--- config.mk ---
export PLATFORM = sky130hd
export DESIGN_NAME = hazard_ctrl_gen
export DESIGN_NICKNAME = d
export VERILOG_FILES = /design/src/rtl/hazard_pkg.sv /design/src/rtl/fwd_match.sv /design/src/rtl/hazard_ctrl_gen.sv
export SDC_FILE = /design/constraint.sdc
export NUM_CORES = 1
export LEC_CHECK = 0
export CAP_MARGIN = 5
export CORE_UTILIZATION = 50
export DETAILED_ROUTE_END_ITERATION = 16
export PLACE_DENSITY = 0.84
export SLEW_MARGIN = 20
export SYNTH_ARGS = -nofsm -noshare
export SYNTH_HDL_FRONTEND = slang
export SYNTH_SLANG_ARGS = --single-unit
--- constraint.sdc ---
create_clock -name clk -period 4 [get_ports clk]
set_input_delay 0.8 -clock clk [delete_from_list [all_inputs] [get_ports clk]]
set_output_delay 0.8 -clock clk [all_outputs]
set_load 0.02 [all_outputs]
--- src/rtl/hazard_pkg.sv ---
// Shared types and helpers for the hazard/forwarding controller.
package hazard_pkg;

   localparam int SEL_NONE = 0;

   typedef enum logic {
      ST_RUN   = 1'b0,
      ST_STALL = 1'b1
   } state_t;

   function automatic int fwd_sel_w(input int n);
      return $clog2(n + 1);
   endfunction

endpackage

--- src/rtl/fwd_match.sv ---
// Priority match of one E-stage source register against all forwarding stages.
module fwd_match
   import hazard_pkg::*;
#(
   parameter int NUM_FWD = 2,
   parameter int REG_AW  = 5,
   parameter int SEL_W   = 2,
   parameter bit GUARD   = 1'b1
) (
   input  logic [REG_AW-1:0]         src,
   input  logic [NUM_FWD-1:0]        fwd_wen,
   input  logic [NUM_FWD*REG_AW-1:0] fwd_addr,
   output logic [SEL_W-1:0]          sel
);

   // Scan oldest to youngest so the youngest matching stage overwrites last.
   always_comb begin
      sel = SEL_W'(SEL_NONE);
      for (int k = NUM_FWD - 1; k >= 0; k--) begin
         if (fwd_wen[k] && (fwd_addr[k*REG_AW +: REG_AW] == src)) begin
            sel = SEL_W'(k + 1);
         end
      end
      if (GUARD && (src == '0)) begin
         sel = SEL_W'(SEL_NONE);
      end
   end

endmodule

--- src/rtl/hazard_ctrl_gen.sv ---
// Hazard and forwarding controller: operand forwarding, stall sequencing,
// deferred flushes and a saturating stall-cycle counter.
module hazard_ctrl_gen
   import hazard_pkg::*;
#(
   parameter int                 NUM_SRC    = 2,
   parameter int                 NUM_FWD    = 2,
   parameter int                 REG_AW     = 5,
   parameter logic [NUM_SRC-1:0] ZERO_GUARD = '1,
   parameter int                 CNT_W      = 32,
   localparam int                SEL_W      = fwd_sel_w(NUM_FWD)
) (
   input  logic                        clk,
   input  logic                        rst,
   input  logic                        i_cache_stall,
   input  logic                        i_cache_hit,
   input  logic                        d_cache_stall,
   input  logic                        div_stallE,
   input  logic                        flush_jump_conflictE,
   input  logic                        flush_pred_failedM,
   input  logic                        flush_exceptionM,
   input  logic [NUM_SRC*REG_AW-1:0]   src_regE,
   input  logic [NUM_FWD-1:0]          fwd_wen,
   input  logic [NUM_FWD*REG_AW-1:0]   fwd_addr,
   input  logic                        perf_clr,
   output logic [NUM_SRC*SEL_W-1:0]    forward_sel,
   output logic                        stallF,
   output logic                        stallD,
   output logic                        stallE,
   output logic                        stallM,
   output logic                        stallW,
   output logic                        flushF,
   output logic                        flushD,
   output logic                        flushE,
   output logic                        flushM,
   output logic                        flushW,
   output logic                        en_stall,
   output logic                        flush_pending,
   output logic [CNT_W-1:0]            stall_cycles
);

   state_t             st;
   state_t             st_nxt;
   logic               ls;
   logic               en_stall_raw;
   logic               release_win;
   logic               pipe_stall;
   logic               pend_pred;
   logic               pend_jump;
   logic               pend_clr;
   logic               pf;
   logic               jf;
   logic               active;
   logic [CNT_W-1:0]   cnt;
   logic [NUM_SRC*SEL_W-1:0] sel_raw;

   for (genvar i = 0; i < NUM_SRC; i++) begin : g_src
      fwd_match #(
         .NUM_FWD (NUM_FWD),
         .REG_AW  (REG_AW),
         .SEL_W   (SEL_W),
         .GUARD   (ZERO_GUARD[i])
      ) u_match (
         .src      (src_regE[i*REG_AW +: REG_AW]),
         .fwd_wen  (fwd_wen),
         .fwd_addr (fwd_addr),
         .sel      (sel_raw[i*SEL_W +: SEL_W])
      );
   end

   assign ls     = i_cache_stall | d_cache_stall | div_stallE;
   assign active = ~rst;

   always_ff @(posedge clk) begin
      if (rst) begin
         st <= ST_RUN;
      end else begin
         st <= st_nxt;
      end
   end

   // The cycle after a long stall ends always advances, even without a fetch hit.
   always_comb begin
      st_nxt       = ls ? ST_STALL : ST_RUN;
      en_stall_raw = ls | (st == ST_STALL);
      release_win  = (st == ST_STALL) & ~ls;
      pipe_stall   = ~release_win & ~i_cache_hit;
   end

   // Flushes that arrive while stalled are held until the pipe moves.
   assign pend_clr = ~pipe_stall | flush_exceptionM;

   always_ff @(posedge clk) begin
      if (rst || pend_clr) begin
         pend_pred <= 1'b0;
         pend_jump <= 1'b0;
      end else begin
         if (flush_pred_failedM)   pend_pred <= 1'b1;
         if (flush_jump_conflictE) pend_jump <= 1'b1;
      end
   end

   always_ff @(posedge clk) begin
      if (rst || perf_clr) begin
         cnt <= '0;
      end else if (pipe_stall && (cnt != '1)) begin
         cnt <= cnt + 1'b1;
      end
   end

   assign pf = flush_pred_failedM | pend_pred;
   assign jf = flush_jump_conflictE | pend_jump;

   assign forward_sel   = active ? sel_raw : '0;
   assign stall_cycles  = active ? cnt : '0;
   assign en_stall      = active & en_stall_raw;
   assign flush_pending = active & (pend_pred | pend_jump);

   assign stallF = active & pipe_stall & ~flush_exceptionM;
   assign stallD = active & pipe_stall;
   assign stallE = active & pipe_stall;
   assign stallM = active & pipe_stall;
   assign stallW = active & pipe_stall;

   assign flushF = 1'b0;
   assign flushW = 1'b0;
   assign flushD = active & (flush_exceptionM | ((pf | jf) & ~pipe_stall));
   assign flushE = active & (flush_exceptionM | (pf & ~div_stallE & ~pipe_stall));
   assign flushM = active & (flush_exceptionM | (div_stallE & ~pipe_stall));

endmodule

==> results.md, run 1 <==
* Crit start category: input pin
* Leak at 1.07 nW
* Grt total ovfl at 0
* Initial drt markers at 128
* Clk buf depth at 2
* P per Cell Area at 228 nW/µm²
* Worst setup startpoint: d_cache_stall
* Placed Area at 3200 µm²
* TritonCTS Buffers at 5
* Total iterations of the first detailed-routing run at 4
* Clock Pin Slew Worst Setup and Hold Paths at 0.07 ns
* Die footprint at 5190 µm²
* Crit Path Max Fanout at 17
* Distinct cell type count after synthesis at 42
* Final min period at 3.68 ns
* Hold path start: cnt[27]$_SDFFE_PP0P_
* Final TNS setup at 0 ns
* Synthesized flop and latch total at 35
* Internal power at 0.564 mW
* Switching pwr at 0.188 mW
* Crit-path most repeated cell: clkdlybuf4s50_1
* CTS HTree Levels at 2
* Combinational fraction of design power at 0.152
* Final setup fails at 0
* Slowest cell on the critical path: clkdlybuf4s50_1
* Max incr delay on CP at 0.61 ns
* Compound-Gate Fraction of Synth Area at 0.138
* Die X at 72.0 µm
* R2r startpoint: cnt[0]$_SDFFE_PP0P_
* Fillers at 383
* Commonest non-fill, non-tap cells in the layout: clkdlybuf4s50_1, dfxtp_1, nor2b_1
* DRC at 0
* Total GRT Usage at 0.244
* Fin. max-slew vios at 0
* CTS Root Cell: clkbuf_8
* Clock latency on the worst-skew pair at 0.29 ns
* Mux cell area share after synthesis at 0.0245
* Clock sink count at 35
* Core area at 4720 µm²
* Crit-path leading delay family: buffers and inverters
* Clk_skew at 0.0107 ns
* CTS tree: done
* Initial Util at 0.519
* Fmax at 271 MHz
* Hold WC Path Type: reg -> reg
* Row count at 25
* Area grow syn2layout at 34.9%
* Syn_area_per_cell at 7.78 µm²
* Antenna violations before repair at 0
* Vias at 2,590
* Largest family of logic cells by synthesized area: simple AND/OR/NAND/NOR gates
* RSZ-0062 raised after global routing: no
* Share of cells above drive strength 1 at 0.0553
* Worst path arrival time at 2.88 ns
* DIE HEIGHT at 72.0 µm
* Largest net degree at the start of global routing at 42
* Fin nets at 412
* Placement Setup Slack at 0.221 ns
* PostCTS Resize Cnt at 0
* HPWL Detailed at 4460 µm
* Buf/Inv on CP at 2
* Postcts setup bufs at 0
* Drt wl/cell at 14.1 µm
* Clock power share at 0.381
* MaxCap Viol Count at 0
* Flop pwr share at 0.467
* Period Utilization, post-route at 0.921
* First-pass GRT wire length at 10,200 µm
* Worst setup margin at 0.316 ns
* Most common cell after layout, fill and taps aside: clkdlybuf4s50_1
* Final Cell Area at 3310 µm²
* Ant diodes at 0
* VDD IR max at 0.000140 V
* Area of the multi-input gates at 1630 µm²
* Cells along the critical path: clkdlybuf4s50_1 -> nor4b_2 -> or2_2 -> a21oi_1 -> nor2_1 -> clkdlybuf4s50_1
* Final hold vios at 0
* IO Count at 80
* Worst relative slew slack at 0.485
* Post-Synth Adder-Cell Area at 0.00510
* Critical Path RT at 3.20 ns
* CP Capture Type: output pin
* Worst Tran Pin Value at 0.765 ns
* Sw Share at 0.250
* Outcome: finished clean
* Routed wire length at 6300 µm
* PortBufs at 77
* Via/cell ratio at 5.79
* Cell area after synthesis at 2450 µm²
* RD Place Congestion at 0.855
* Mapped Cells at 315
* Critical path class: in -> out
* CTS Hold Bufs at 0
* Post-Synth XOR/XNOR Area at 0.0786
* Routed Antenna Nets at 0
* Vias in the first global route at 2,348
* Reg area at 701 µm²
* Register area share after synthesis at 0.286
* Synthesis Warnings at 0
* Simple-gate portion of the synthesized area at 0.414
## final timing paths
kind	slack, ns	endpoint	cells after the start
setup / recovery	0.32	flushD	6
hold / removal	0.50	cnt[27]$_SDFFE_PP0P_	2
setup reg to reg	1.58	cnt[30]$_SDFFE_PP0P_	6
hold reg to reg	0.50	cnt[27]$_SDFFE_PP0P_	2
## cell type report
| cell class | instances | area share |
|---|---|---|
| clock buffer | 8 | 0.0303 |
| timing repair buffer | 79 | 0.236 |
| sequential | 35 | 0.212 |
| inverter | 2 | 0.00227 |
| multi-input combinational | 256 | 0.494 |
| tap | 67 | 0.0254 |
## registers in the layout, indices dropped and copies added (netlist names)
| register | count |
|---|---|
| st | 1 |
| pend_pred | 1 |
| cnt | 32 |
| pend_jump | 1 |
## worst min-delay path: stages (launching register included)
cell,delay (ns)
dfxtp_1,0.33
o31ai_1,0.07
a21oi_1,0.06
## logic make-up (layout without fill, tap and decap cells)
family | Yosys count | count (layout)
and+or+nand+nor | 171 | 171
adders and majority gates | 1 | 1
DFF | 35 | 35
xor gates and xnor gates | 22 | 22
muxes | 6 | 6
other | 1 | 2
buffers and inverters | 25 | 89
AOI/OAI and AO/OA | 54 | 54
## power by group through the flow
stage | logic, mW | registers, mW | clock network [mW]
5_1_grt | 0.123 | 0.352 | 0.302
3_3_place_gp | 0.111 | 0.360 | 0
4_1_cts | 0.114 | 0.352 | 0.287
6_report | 0.114 | 0.352 | 0.287
2_1_floorplan | 0.0572 | 0.359 | 0
3_5_place_dp | 0.113 | 0.360 | 0
## layer usage
layer  global-route usage  share of wire
met5                    0              0
met2                0.419           0.48
met4               0.0763         0.0065
met3               0.0708          0.071
met1                0.295           0.44
## metrics by stage
stage	hold slack (ns)	util	total power [mW]	std cells
2_1_floorplan	0.456	-	0.416	316
3_3_place_gp	0.484	0.677	0.471	439
3_5_place_dp	0.493	0.677	0.473	439
4_1_cts	0.503	0.699	0.753	447
5_1_grt	0.526	0.700	0.777	447
6_report	0.505	0.700	0.753	447
## synthesized netlist by cell type
cell type  number  area [µm²]
or4_1          21         158
inv_1           2        7.51
ha_1            1        12.5
clkbuf_1       12        45.0
o211ai_1        2        15.0
xnor2_1        13         114
or3_1          10        62.6
nor3b_1         1        7.51
nand2b_1        1        6.26
a41o_1          1        10.0
nor4_4          1        21.3
a31o_2          1        8.76
a21oi_1        25         125
o31ai_1        14         105
nand4_4         1        21.3
dfxtp_1        35         701
mux2i_1         6        60.1
o41ai_1         1        8.76
and2_1          1        6.26
nand2_1        19        71.3
a31oi_1         1        6.26
nand4_1         7        43.8
xor2_1          9        78.8
nand3_1        24         120
o21ai_0         5        25.0
buf_2           3        15.0
a211oi_2        1        12.5
nor2_1         23        86.3
o21a_1          1        7.51
o31a_1          1        8.76
buf_4           8        60.1
nor4b_1         1        8.76
nor3_1          3        15.0
nor4_1         10        62.6
and3_1          6        37.5
o21ai_1         1        5.00
and4_4          2        22.5
nor2b_1        32         200
and4_1          4        35.0
and3_4          1        11.3
conb_1          1        3.75
or2_2           3        18.8
No activity file was read; power rests on OpenSTA's default activity.
==> run 2, diff against run 1 <==
--- a/config.mk
+++ b/config.mk
@@ -6,10 +6,9 @@
 export NUM_CORES = 1
 export LEC_CHECK = 0
 export CAP_MARGIN = 5
-export CORE_UTILIZATION = 50
+export CORE_UTILIZATION = 37
 export DETAILED_ROUTE_END_ITERATION = 16
-export PLACE_DENSITY = 0.84
-export SLEW_MARGIN = 20
+export PLACE_DENSITY = 0.64
 export SYNTH_ARGS = -nofsm -noshare
 export SYNTH_HDL_FRONTEND = slang
 export SYNTH_SLANG_ARGS = --single-unit
==> results.md, run 2 (synthesized netlist as in run 1, its figures left out) <==
* Outcome: finished clean
* Hold worst-path end: cnt[15]$_SDFFE_PP0P_
* Fmax at 279 MHz (+2.6%)
* Worst Tran Pin Value at 0.704 ns (-0.0616 ns)
* Met1 usage at 0.225 (-0.0697)
* Internal power at 0.529 mW (-6.2%)
* Placed Area at 3210 µm² (+0.39%)
* Hold WC Path Type: reg -> reg
* Worst path arrival time at 2.79 ns (-0.09 ns)
* M3 GR Usage at 0.0567 (-0.0142)
* Ant diodes at 0 (unchanged)
* Routed wire length at 6330 µm (+0.46%)
* Fin nets at 412 (unchanged)
* Clock power share at 0.350 (-0.031)
* Antenna violations before repair at 0 (unchanged)
* # placed instances at 449 (+2.3%)
* Total GRT Usage at 0.185 (-0.0593)
* Vias at 2,490 (-3.9%)
* Combinational fraction of design power at 0.158 (+0.006)
* Clk buf depth at 2 (unchanged)
* CTS Hold Bufs at 0 (unchanged)
* Period Utilization, post-route at 0.898 (-0.0235)
* GRT busiest layer: met2
* Max FFs per register at 32 (unchanged)
* Fillers at 631 (+65%)
* Routed Antenna Nets at 0 (unchanged)
* IO Count at 80 (unchanged)
* Crit-path most repeated cell: clkdlybuf4s50_1
* Worst relative slew slack at 0.526 (+0.0414)
* Final setup fails at 0 (unchanged)
* Cells along the critical path: clkdlybuf4s50_1 -> xor2_1 -> nor4_1 -> and3_1 -> nor3b_1 -> clkdlybuf4s50_1
* Initial Util at 0.384 (-0.135)
* Critical Path RT at 3.20 ns (about the same)
* Hold path start: cnt[15]$_SDFFE_PP0P_
* Switching pwr at 0.186 mW (-1.1%)
* Register-to-Register Path Depth at 6 (unchanged)
* Max incr delay on CP at 0.64 ns (+0.03 ns)
* Crit-path leading delay family: buffers and inverters
* Largest net degree at the start of global routing at 42 (unchanged)
* Clock latency on the worst-skew pair at 0.29 ns (about the same)
* Core area at 6390 µm² (+35%)
* Crit start category: input pin
* R2r startpoint: cnt[0]$_SDFFE_PP0P_
* Final TNS setup at 0 ns (unchanged)
* Placement Setup Slack at 0.257 ns (+0.0356 ns)
* Reg area at 701 µm² (unchanged)
* Sw Share at 0.260 (+0.00996)
* Die X at 83.4 µm (+16%)
* CTS HTree Levels at 2 (unchanged)
* MaxCap Viol Count at 0 (unchanged)
* CTS Root Cell: clkbuf_8
* Drt wl/cell at 13.8 µm (-1.7%)
* RD Place Congestion at 0.799 (-6.6%)
* VDD IR max at 0.000117 V (-17%)
* Postcts setup bufs at 0 (unchanged)
* Final Cell Area at 3300 µm² (-0.19%)
* Via/cell ratio at 5.45 (-6.0%)
* PortBufs at 77 (unchanged)
* RSZ-0062 raised after global routing: no
* Total iterations of the first detailed-routing run at 4 (unchanged)
* HPWL Detailed at 4650 µm (+4.2%)
* Hold Crit Depth at 2 (unchanged)
* Critical path class: in -> out
* Fin. max-slew vios at 0 (unchanged)
* Top reg by flops: cnt
* Flop pwr share at 0.492 (+0.025)
* Area of the multi-input gates at 1630 µm² (unchanged)
* Final min period at 3.59 ns (-0.0940 ns)
* Die footprint at 6950 µm² (+34%)
* Buf/Inv on CP at 2 (unchanged)
* DIE HEIGHT at 83.4 µm (+16%)
* Worst setup margin at 0.410 ns (+0.0940 ns)
* Crit Path Max Fanout at 3 (-14)
* CP Capture Type: output pin
* Commonest non-fill, non-tap cells in the layout: clkdlybuf4s50_1, dfxtp_1, nor2b_1
* P per Cell Area at 217 nW/µm² (-4.8%)
* Pwr Total at 0.715 mW (-4.9%)
* PostCTS Resize Cnt at 0 (unchanged)
* Grt met2 use at 0.318 (-0.101)
* Vias in the first global route at 2,281 (-2.9%)
* Initial drt markers at 109 (-15%)
* Clk_skew at 0.00334 ns (-0.00738 ns)
* Leak at 1.06 nW (-0.86%)
* First-pass GRT wire length at 10,600 µm (+3.7%)
* Row count at 29 (+16%)
* Final hold vios at 0 (unchanged)
* Clock sink count at 35 (unchanged)
* Grt total ovfl at 0 (unchanged)
* Most common cell after layout, fill and taps aside: clkdlybuf4s50_1
* Share of cells above drive strength 1 at 0.0526 (-0.00263)
* R2R setup slack at 1.62 ns (+0.04 ns)
* Non-filler cells, final at 457 (+2.2%)
* TritonCTS Buffers at 5 (unchanged)
* Slowest cell on the critical path: clkdlybuf4s50_1
* Reg-to-Reg End: cnt[30]$_SDFFE_PP0P_
* Area grow syn2layout at 34.6%
* DRC at 0 (unchanged)
* Clock Pin Slew Worst Setup and Hold Paths at 0.07 ns (about the same)
* CTS tree: done
==> run 2: how the worst max path moves through the flow <==
| stage | startpoint | end | cells past startpoint |
|---|---|---|---|
| after CTS | div_stallE | flushE | 6 |
| after global placement | d_cache_stall | flushE | 6 |
| final | src_regE[2] | forward_sel[0] | 6 |
| after floorplan | d_cache_stall | flushD | 6 |
| after global routing | div_stallE | flushE | 6 |
| after detailed placement | div_stallE | flushE | 6 |
==> run 2: area by class of cell <==
class	count	area share
clock inverters	1	0.00152
flip-flops and latches	35	0.212
inverters	2	0.00228
multi-input cells	256	0.495
well taps	77	0.0292
repair buffers	79	0.237
clock buffers	7	0.0231
==> run 2: tightest hold or removal path, stage by stage (launching register included) <==
cell and delay (ns):
dfxtp_1 0.34, nand2_1 0.06, mux2i_1 0.05
==> run 2: through the flow <==
| stage | hold WS (ns) | utilization |
|---|---|---|
| final | 0.501 | 0.517 |
| after global routing | 0.530 | 0.517 |
| after CTS | 0.506 | 0.516 |
| after detailed placement | 0.495 | 0.503 |
| after global placement | 0.486 | 0.503 |
| after floorplan | 0.456 | - |
==> run 2: power groups by stage <==
stage          logic (mW)  registers [mW]  clock network [mW]
2_1_floorplan      0.0572           0.359                   0
3_3_place_gp        0.112           0.360                   0
3_5_place_dp        0.113           0.360                   0
4_1_cts             0.114           0.352               0.260
5_1_grt             0.123           0.352               0.270
6_report            0.113           0.352               0.251
==> run 2: per-layer routing <==
metal	vias up	wire length [µm]
li1	1292	-
met1	1114	2970
met2	78	2850
met3	6	455
met4	0	62
met5	-	0
